--- src/rtl/alu_pkg.sv ---
// Shared opcodes, FSM encoding and opcode helpers for the ALU command issuer.
package alu_pkg;

  localparam int unsigned OPC_W = 4;

  localparam logic [OPC_W-1:0] OP_ROL  = 4'd0;
  localparam logic [OPC_W-1:0] OP_ROR  = 4'd1;
  localparam logic [OPC_W-1:0] OP_MAX  = 4'd2;
  localparam logic [OPC_W-1:0] OP_MIN  = 4'd3;
  localparam logic [OPC_W-1:0] OP_ADD  = 4'd4;
  localparam logic [OPC_W-1:0] OP_SUB  = 4'd5;
  localparam logic [OPC_W-1:0] OP_DIV  = 4'd6;
  localparam logic [OPC_W-1:0] OP_NOR  = 4'd7;
  localparam logic [OPC_W-1:0] OP_OR   = 4'd8;
  localparam logic [OPC_W-1:0] OP_LAST = 4'd8;

  typedef enum logic [1:0] {
    IDLE = 2'd0,
    WAIT = 2'd1,
    RESP = 2'd2
  } state_e;

  // Legal opcode range is OP_ROL through OP_LAST.
  function automatic logic op_is_legal(input logic [OPC_W-1:0] op);
    return (op <= OP_LAST);
  endfunction

  // Only arithmetic ops produce a meaningful carry.
  function automatic logic op_has_carry(input logic [OPC_W-1:0] op);
    return (op == OP_ADD) || (op == OP_SUB);
  endfunction

endpackage

--- src/rtl/alu_cmd_issuer.sv ---
// Drives a combinational ALU from a valid/ready command stream, waits a
// programmable settle window, and returns the sampled result on a
// valid/ready response stream. One operation in flight at a time.
module alu_cmd_issuer
  import alu_pkg::*;
#(
  parameter int unsigned WIDTH      = 32,
  parameter int unsigned SHIFT_W    = 5,
  parameter int unsigned TAG_W      = 4,
  parameter int unsigned SETTLE     = 1,
  parameter int unsigned DIV_SETTLE = 3
) (
  input  logic               clk,
  input  logic               rst,
  // command stream
  input  logic               cmd_valid,
  output logic               cmd_ready,
  input  logic [3:0]         cmd_opcode,
  input  logic [WIDTH-1:0]   cmd_a,
  input  logic [WIDTH-1:0]   cmd_b,
  input  logic [SHIFT_W-1:0] cmd_shift,
  input  logic [TAG_W-1:0]   cmd_tag,
  // ALU port
  output logic [3:0]         alu_opcode,
  output logic [WIDTH-1:0]   alu_input1,
  output logic [WIDTH-1:0]   alu_input2,
  output logic [SHIFT_W-1:0] alu_shiftValue,
  input  logic [WIDTH-1:0]   alu_result,
  input  logic               alu_carryFlag,
  // response stream
  output logic               rsp_valid,
  input  logic               rsp_ready,
  output logic [WIDTH-1:0]   rsp_result,
  output logic               rsp_carry,
  output logic               rsp_zero,
  output logic               rsp_div0,
  output logic               rsp_illegal,
  output logic [TAG_W-1:0]   rsp_tag,
  // status
  output logic               busy,
  output logic [15:0]        op_count
);

  localparam int unsigned MAX_SETTLE = (SETTLE > DIV_SETTLE) ? SETTLE : DIV_SETTLE;
  localparam int unsigned CNT_W      = $clog2(MAX_SETTLE) + 1;
  localparam int unsigned OPCNT_W    = 16;

  state_e               state_q, state_d;
  logic [CNT_W-1:0]     cnt_q, cnt_d;
  logic                 cmd_ready_q, cmd_ready_d;
  logic                 busy_q, busy_d;
  logic [3:0]           alu_opcode_q, alu_opcode_d;
  logic [WIDTH-1:0]     alu_in1_q, alu_in1_d;
  logic [WIDTH-1:0]     alu_in2_q, alu_in2_d;
  logic [SHIFT_W-1:0]   alu_shift_q, alu_shift_d;
  logic                 rsp_valid_q, rsp_valid_d;
  logic [WIDTH-1:0]     rsp_result_q, rsp_result_d;
  logic                 rsp_carry_q, rsp_carry_d;
  logic                 rsp_zero_q, rsp_zero_d;
  logic                 rsp_div0_q, rsp_div0_d;
  logic                 rsp_illegal_q, rsp_illegal_d;
  logic [TAG_W-1:0]     rsp_tag_q, rsp_tag_d;
  logic [OPCNT_W-1:0]   op_count_q, op_count_d;

  // Next-state and next-output logic for the issue/settle/respond sequence.
  always_comb begin
    state_d       = state_q;
    cnt_d         = cnt_q;
    alu_opcode_d  = alu_opcode_q;
    alu_in1_d     = alu_in1_q;
    alu_in2_d     = alu_in2_q;
    alu_shift_d   = alu_shift_q;
    rsp_valid_d   = rsp_valid_q;
    rsp_result_d  = rsp_result_q;
    rsp_carry_d   = rsp_carry_q;
    rsp_zero_d    = rsp_zero_q;
    rsp_div0_d    = rsp_div0_q;
    rsp_illegal_d = rsp_illegal_q;
    rsp_tag_d     = rsp_tag_q;
    op_count_d    = op_count_q;

    case (state_q)
      IDLE: begin
        if (cmd_valid && cmd_ready_q) begin
          rsp_tag_d     = cmd_tag;
          rsp_div0_d    = 1'b0;
          rsp_illegal_d = 1'b0;
          if (!op_is_legal(cmd_opcode)) begin
            // Illegal ops bypass the ALU; response follows one beat later.
            state_d       = RESP;
            rsp_illegal_d = 1'b1;
            rsp_result_d  = '0;
            rsp_carry_d   = 1'b0;
            rsp_zero_d    = 1'b0;
          end else begin
            state_d      = WAIT;
            alu_opcode_d = cmd_opcode;
            alu_in1_d    = cmd_a;
            alu_in2_d    = cmd_b;
            alu_shift_d  = cmd_shift;
            rsp_div0_d   = (cmd_opcode == OP_DIV) && (cmd_b == '0);
            cnt_d        = (cmd_opcode == OP_DIV) ? CNT_W'(DIV_SETTLE) : CNT_W'(SETTLE);
          end
        end
      end

      WAIT: begin
        if (cnt_q == CNT_W'(1)) begin
          state_d      = RESP;
          rsp_valid_d  = 1'b1;
          rsp_result_d = alu_result;
          rsp_carry_d  = op_has_carry(alu_opcode_q) & alu_carryFlag;
          rsp_zero_d   = (alu_result == '0);
        end else begin
          cnt_d = cnt_q - CNT_W'(1);
        end
      end

      RESP: begin
        if (!rsp_valid_q) begin
          rsp_valid_d = 1'b1;
        end else if (rsp_ready) begin
          rsp_valid_d = 1'b0;
          state_d     = IDLE;
          op_count_d  = op_count_q + OPCNT_W'(1);
        end
      end

      default: begin
        state_d = IDLE;
      end
    endcase

    cmd_ready_d = (state_d == IDLE);
    busy_d      = (state_d != IDLE);
  end

  // State and output registers; reset drops any op in flight.
  always_ff @(posedge clk or posedge rst) begin
    if (rst) begin
      state_q       <= IDLE;
      cnt_q         <= '0;
      cmd_ready_q   <= 1'b1;
      busy_q        <= 1'b0;
      alu_opcode_q  <= '0;
      alu_in1_q     <= '0;
      alu_in2_q     <= '0;
      alu_shift_q   <= '0;
      rsp_valid_q   <= 1'b0;
      rsp_result_q  <= '0;
      rsp_carry_q   <= 1'b0;
      rsp_zero_q    <= 1'b0;
      rsp_div0_q    <= 1'b0;
      rsp_illegal_q <= 1'b0;
      rsp_tag_q     <= '0;
      op_count_q    <= '0;
    end else begin
      state_q       <= state_d;
      cnt_q         <= cnt_d;
      cmd_ready_q   <= cmd_ready_d;
      busy_q        <= busy_d;
      alu_opcode_q  <= alu_opcode_d;
      alu_in1_q     <= alu_in1_d;
      alu_in2_q     <= alu_in2_d;
      alu_shift_q   <= alu_shift_d;
      rsp_valid_q   <= rsp_valid_d;
      rsp_result_q  <= rsp_result_d;
      rsp_carry_q   <= rsp_carry_d;
      rsp_zero_q    <= rsp_zero_d;
      rsp_div0_q    <= rsp_div0_d;
      rsp_illegal_q <= rsp_illegal_d;
      rsp_tag_q     <= rsp_tag_d;
      op_count_q    <= op_count_d;
    end
  end

  assign cmd_ready      = cmd_ready_q;
  assign busy           = busy_q;
  assign alu_opcode     = alu_opcode_q;
  assign alu_input1     = alu_in1_q;
  assign alu_input2     = alu_in2_q;
  assign alu_shiftValue = alu_shift_q;
  assign rsp_valid      = rsp_valid_q;
  assign rsp_result     = rsp_result_q;
  assign rsp_carry      = rsp_carry_q;
  assign rsp_zero       = rsp_zero_q;
  assign rsp_div0       = rsp_div0_q;
  assign rsp_illegal    = rsp_illegal_q;
  assign rsp_tag        = rsp_tag_q;
  assign op_count       = op_count_q;

endmodule

--- config.mk ---
export PLATFORM = sky130hd
export DESIGN_NAME = alu_cmd_issuer
export DESIGN_NICKNAME = d
export VERILOG_FILES = /design/src/rtl/alu_pkg.sv /design/src/rtl/alu_cmd_issuer.sv
export SDC_FILE = /design/constraint.sdc
export NUM_CORES = 1
export LEC_CHECK = 0
export ABC_AREA = 1
export BUFFER_PORTS_ARGS = -buffer_cell sky130_fd_sc_hd__buf_2
export CORE_MARGIN = 5
export CORE_UTILIZATION = 40
export CTS_CLUSTER_DIAMETER = 40
export CTS_CLUSTER_SIZE = 40
export DETAILED_ROUTE_END_ITERATION = 7
export HOLD_SLACK_MARGIN = 0.06
export PLACE_DENSITY = 0.71
export SYNTH_ARGS = -nofsm -noshare
export SYNTH_HDL_FRONTEND = slang
export SYNTH_SLANG_ARGS = --single-unit
--- constraint.sdc ---
create_clock -name clk -period 4.5 [get_ports clk]
set_input_delay 0.9 -clock clk [delete_from_list [all_inputs] [get_ports clk]]
set_output_delay 0.9 -clock clk [all_outputs]
set_load 0.05 [all_outputs]
==> run summary <==
- nand2_1 — CP most frequent cell
- 0.003332 W — internal power
- 4.585 — vias per inst
- 14420 µm² — core footprint
- no — setup repair after global routing missed its margin
- 5177 — routed via count
- 0 — post-CTS setup buffer count
- 1129 — Non-Filler Instances
- 58.69% — sequential fraction of the synthesis area
- 0.06 ns — clock-pin slew reported for the worst setup and hold paths after clock tree synthesis
- 808 — synthesized netlist net count
- 130.9 µm — Die Height
- finished clean — outcome
- 7762 µm² — post-route cell area
- 13.65 µm — routed length per placed instance
- 0.80 ns — critical path's largest stage delay
- flop — crit path capture type
- 2 — Critical path buffers and inverters
- 4 — drt pass-1 iters
- 32.85% — area growth from synthesis to layout
- 0.003433 W — net load switching power
- 7166 µm² — total cell area at the placement stage
- yes — CTS tree
- 0.4750 ns — WHS
- 130.9 µm — Die Wd
- nand2_1 — commonest non-fill, non-tap cell in the layout
- 31.11% — share of final-layout standard cells stronger than drive strength 1
- input pin — type of element launching the critical path
- 0 — Post-synth EDFFs
- 2.218 ns — final worst path period need
- 0.006870 ns — worst clock skew
- 246 — I/O pin count
- 17 — CTS Buf Count
- 50.74% — Net Sw Frac
- 0 — Antenna Diode Count
- 1 — number of antenna violations at the first check in global routing
- 48.8% — part of the power in combinational logic
- 0.4710 mV — largest voltage drop on the vdd net
- 0 — count of unresolved DRC violations after routing
- 40.51% — Initial Util
- 0 — # hold bufs at CTS
- 11280 µm — post-detail-place hpwl
- 0.8201 — GP Congestion
- 5843 µm² — Mapped Area
- 871.5 nW/µm² — power density relative to cell area
- 0 — final max-slew violation count
- 31 — distinct cell type count of the synthesized netlist
- 58.24% — top-area cell type share of the netlist area
- 2.45 ns — Critical Path AT
- 1050 — layout net count
- 1406 — layout filler cell count
- 0 ns — Total Negative Setup Slacks
- buf_2 -> inv_1 -> nand3_1 -> nand2_1 -> nand2_1 -> nand2_2 -> o21ai_0 — sequence of cells on the critical path
- nand2_1, buf_2, dfrtp_1 — most frequent cells in the layout
- 0 — hold violation total from the final report
- 0 — overall overflow remaining after global route
- 26.67% — worst rel slew slack
- clkbuf_16 — root buffer cell
- dfrtp_1, nand2_1, nor2_1 — top area cells in the synthesized netlist
- 30.4% — Flop pwr share
- 0 — number of endpoints failing setup at the final stage
- 17120 µm² — full die area
- 450.9 MHz — highest clock rate
- 239 — Iteration-0 DRC Markers
- 137 — Yosys reg bits
- 2 — buffer depth of the longest clock path
- 5086 — number of global-route vias before repair
- 20.8% — proportion of power drawn by the clock network
- 80 — largest net degree at the start of global routing
- nand2_2 — Slowest-stage cell, CP
- 4.73 ns — required time at the endpoint of the critical path
- 49.28% — Tcrit/Tclk final
- 3430 µm² — Sequential Area
- 4 — # H-tree levels
- 0 — max-capacitance violation count
- 2121 µm² — area used by multi-input combinational logic
- 0.41 ns — clock network latency to the later pin of the worst-skew pair
- dfrtp_1 — biggest area consumer among synthesized cells
- 8.456 µm² — Avg Cell Area, Syn
- 137 — # clock sinks
- 0 — Ys Warns
- simple AND/OR/NAND/NOR gates — Top Family by Delay on Critical Path
- input pin to flop — kind of critical path
- 44 — number of placement rows
- dfrtp_1 — top_reg_cell synth
- 4.352 nW — leakage power
- 100.0% — fraction of registers with async set or reset after synthesis
- flop to flop — Worst Hold Class
- 15410 µm — total length of routed wires
- 1.096 ns — worst slew pin tran
- 24560 µm — first-pass GRT wire length
- 245 — quantity of I/O buffers inserted on ports
- 1098 — cell count after placement
- 0 — antenna-violating nets left
- 691 — cells after synthesis
- 0 — post-cts resize count
- 18.16% — global-route total usage across every layer
- 68 — biggest fanout along the worst timing path
==> per-stage QoR <==
step	utilization, %	power (W)	setup slack [ns]
global placement	49.68	0.005366	1.860
floorplan	-	0.004620	1.894
global route	53.82	0.007152	2.030
finish	53.82	0.006765	2.282
CTS	53.82	0.006836	2.274
detailed placement	49.68	0.005402	1.851
==> Yosys cell counts (2+ instances only) <==
| cell | count |
|---|---|
| nand2_1 | 345 |
| dfrtp_1 | 136 |
| nor2_1 | 60 |
| o21ai_0 | 28 |
| inv_1 | 27 |
| nand3_1 | 14 |
| o21ai_1 | 11 |
| buf_4 | 8 |
| nand4_1 | 8 |
| buf_6 | 6 |
| clkbuf_1 | 6 |
| xor2_1 | 6 |
| buf_2 | 5 |
| xnor2_1 | 5 |
| o21ai_2 | 4 |
| ha_1 | 3 |
| a21oi_1 | 2 |
| nand2_2 | 2 |
| nor2_2 | 2 |
| nor3_1 | 2 |
==> layout make-up <==
type,count,share of cell area (%)
Clock inverter,10,1.886
Timing Repair Buffer,249,16.34
Clock buffer,21,5.803
Multi-Input combinational cell,499,27.32
Inverter,29,1.499
Sequential cell,137,44.18
Tap cell,184,2.966
==> flip-flops by register name, indices dropped and copies added (netlist names), 2 cells and up <==
| register | flops |
|---|---|
| alu_input1 | 32 |
| alu_input2 | 32 |
| rsp_result | 32 |
| op_count | 16 |
| alu_shiftValue | 5 |
| alu_opcode | 4 |
| rsp_tag | 4 |
| cnt_q | 3 |
| state_q | 2 |
==> worst paths after layout <==
path                           startpoint              to  slack, ns  depth (start not counted)
hold reg to reg            alu_input1[26]  alu_input1[26]       0.48                          2
max in group asynchronous             rst  rsp_result[16]       2.89                          3
setup reg to reg               state_q[1]  rsp_result[16]       2.38                          5
min in group asynchronous             rst    op_count[13]       0.74                          2
setup / recovery            cmd_opcode[0]  rsp_result[16]       2.28                          7
hold / removal             alu_input1[26]  alu_input1[26]       0.48                          2
==> layer usage <==
metal | GRT usage (%) | part of all wire (%) | vias up
met5 | 0 | 0.13 | -
met3 | 7.073 | 9.2 | 27
met1 | 22.63 | 41 | 2363
met4 | 6.715 | 1.9 | 2
li1 | - | - | 2616
met2 | 28.73 | 47 | 169
==> logic make-up after synthesis <==
kind of cell / share of synthesized area (%)
compound gates: 4.240
xor+xnor: 1.649
fa+ha+maj: 0.6425
buf+inv: 5.011
flops: 58.69
simple gates: 29.76
==> worst min-delay path, delay by kind of cell (launching register included) <==
kind             cells  cell delay (ns)
flip-flops           1             0.34
AND/OR/NAND/NOR      2             0.10
==> power groups by stage <==
stage               logic [W]  clock network [W]  registers, W
global placement      0.00331                  0       0.00206
detailed placement    0.00334                  0       0.00206
global route          0.00354            0.00148       0.00213
floorplan            0.000822                  0       0.00380
finish                0.00330            0.00141       0.00206
CTS                   0.00334            0.00144       0.00206
No activity file was read; power rests on OpenSTA's default activity.
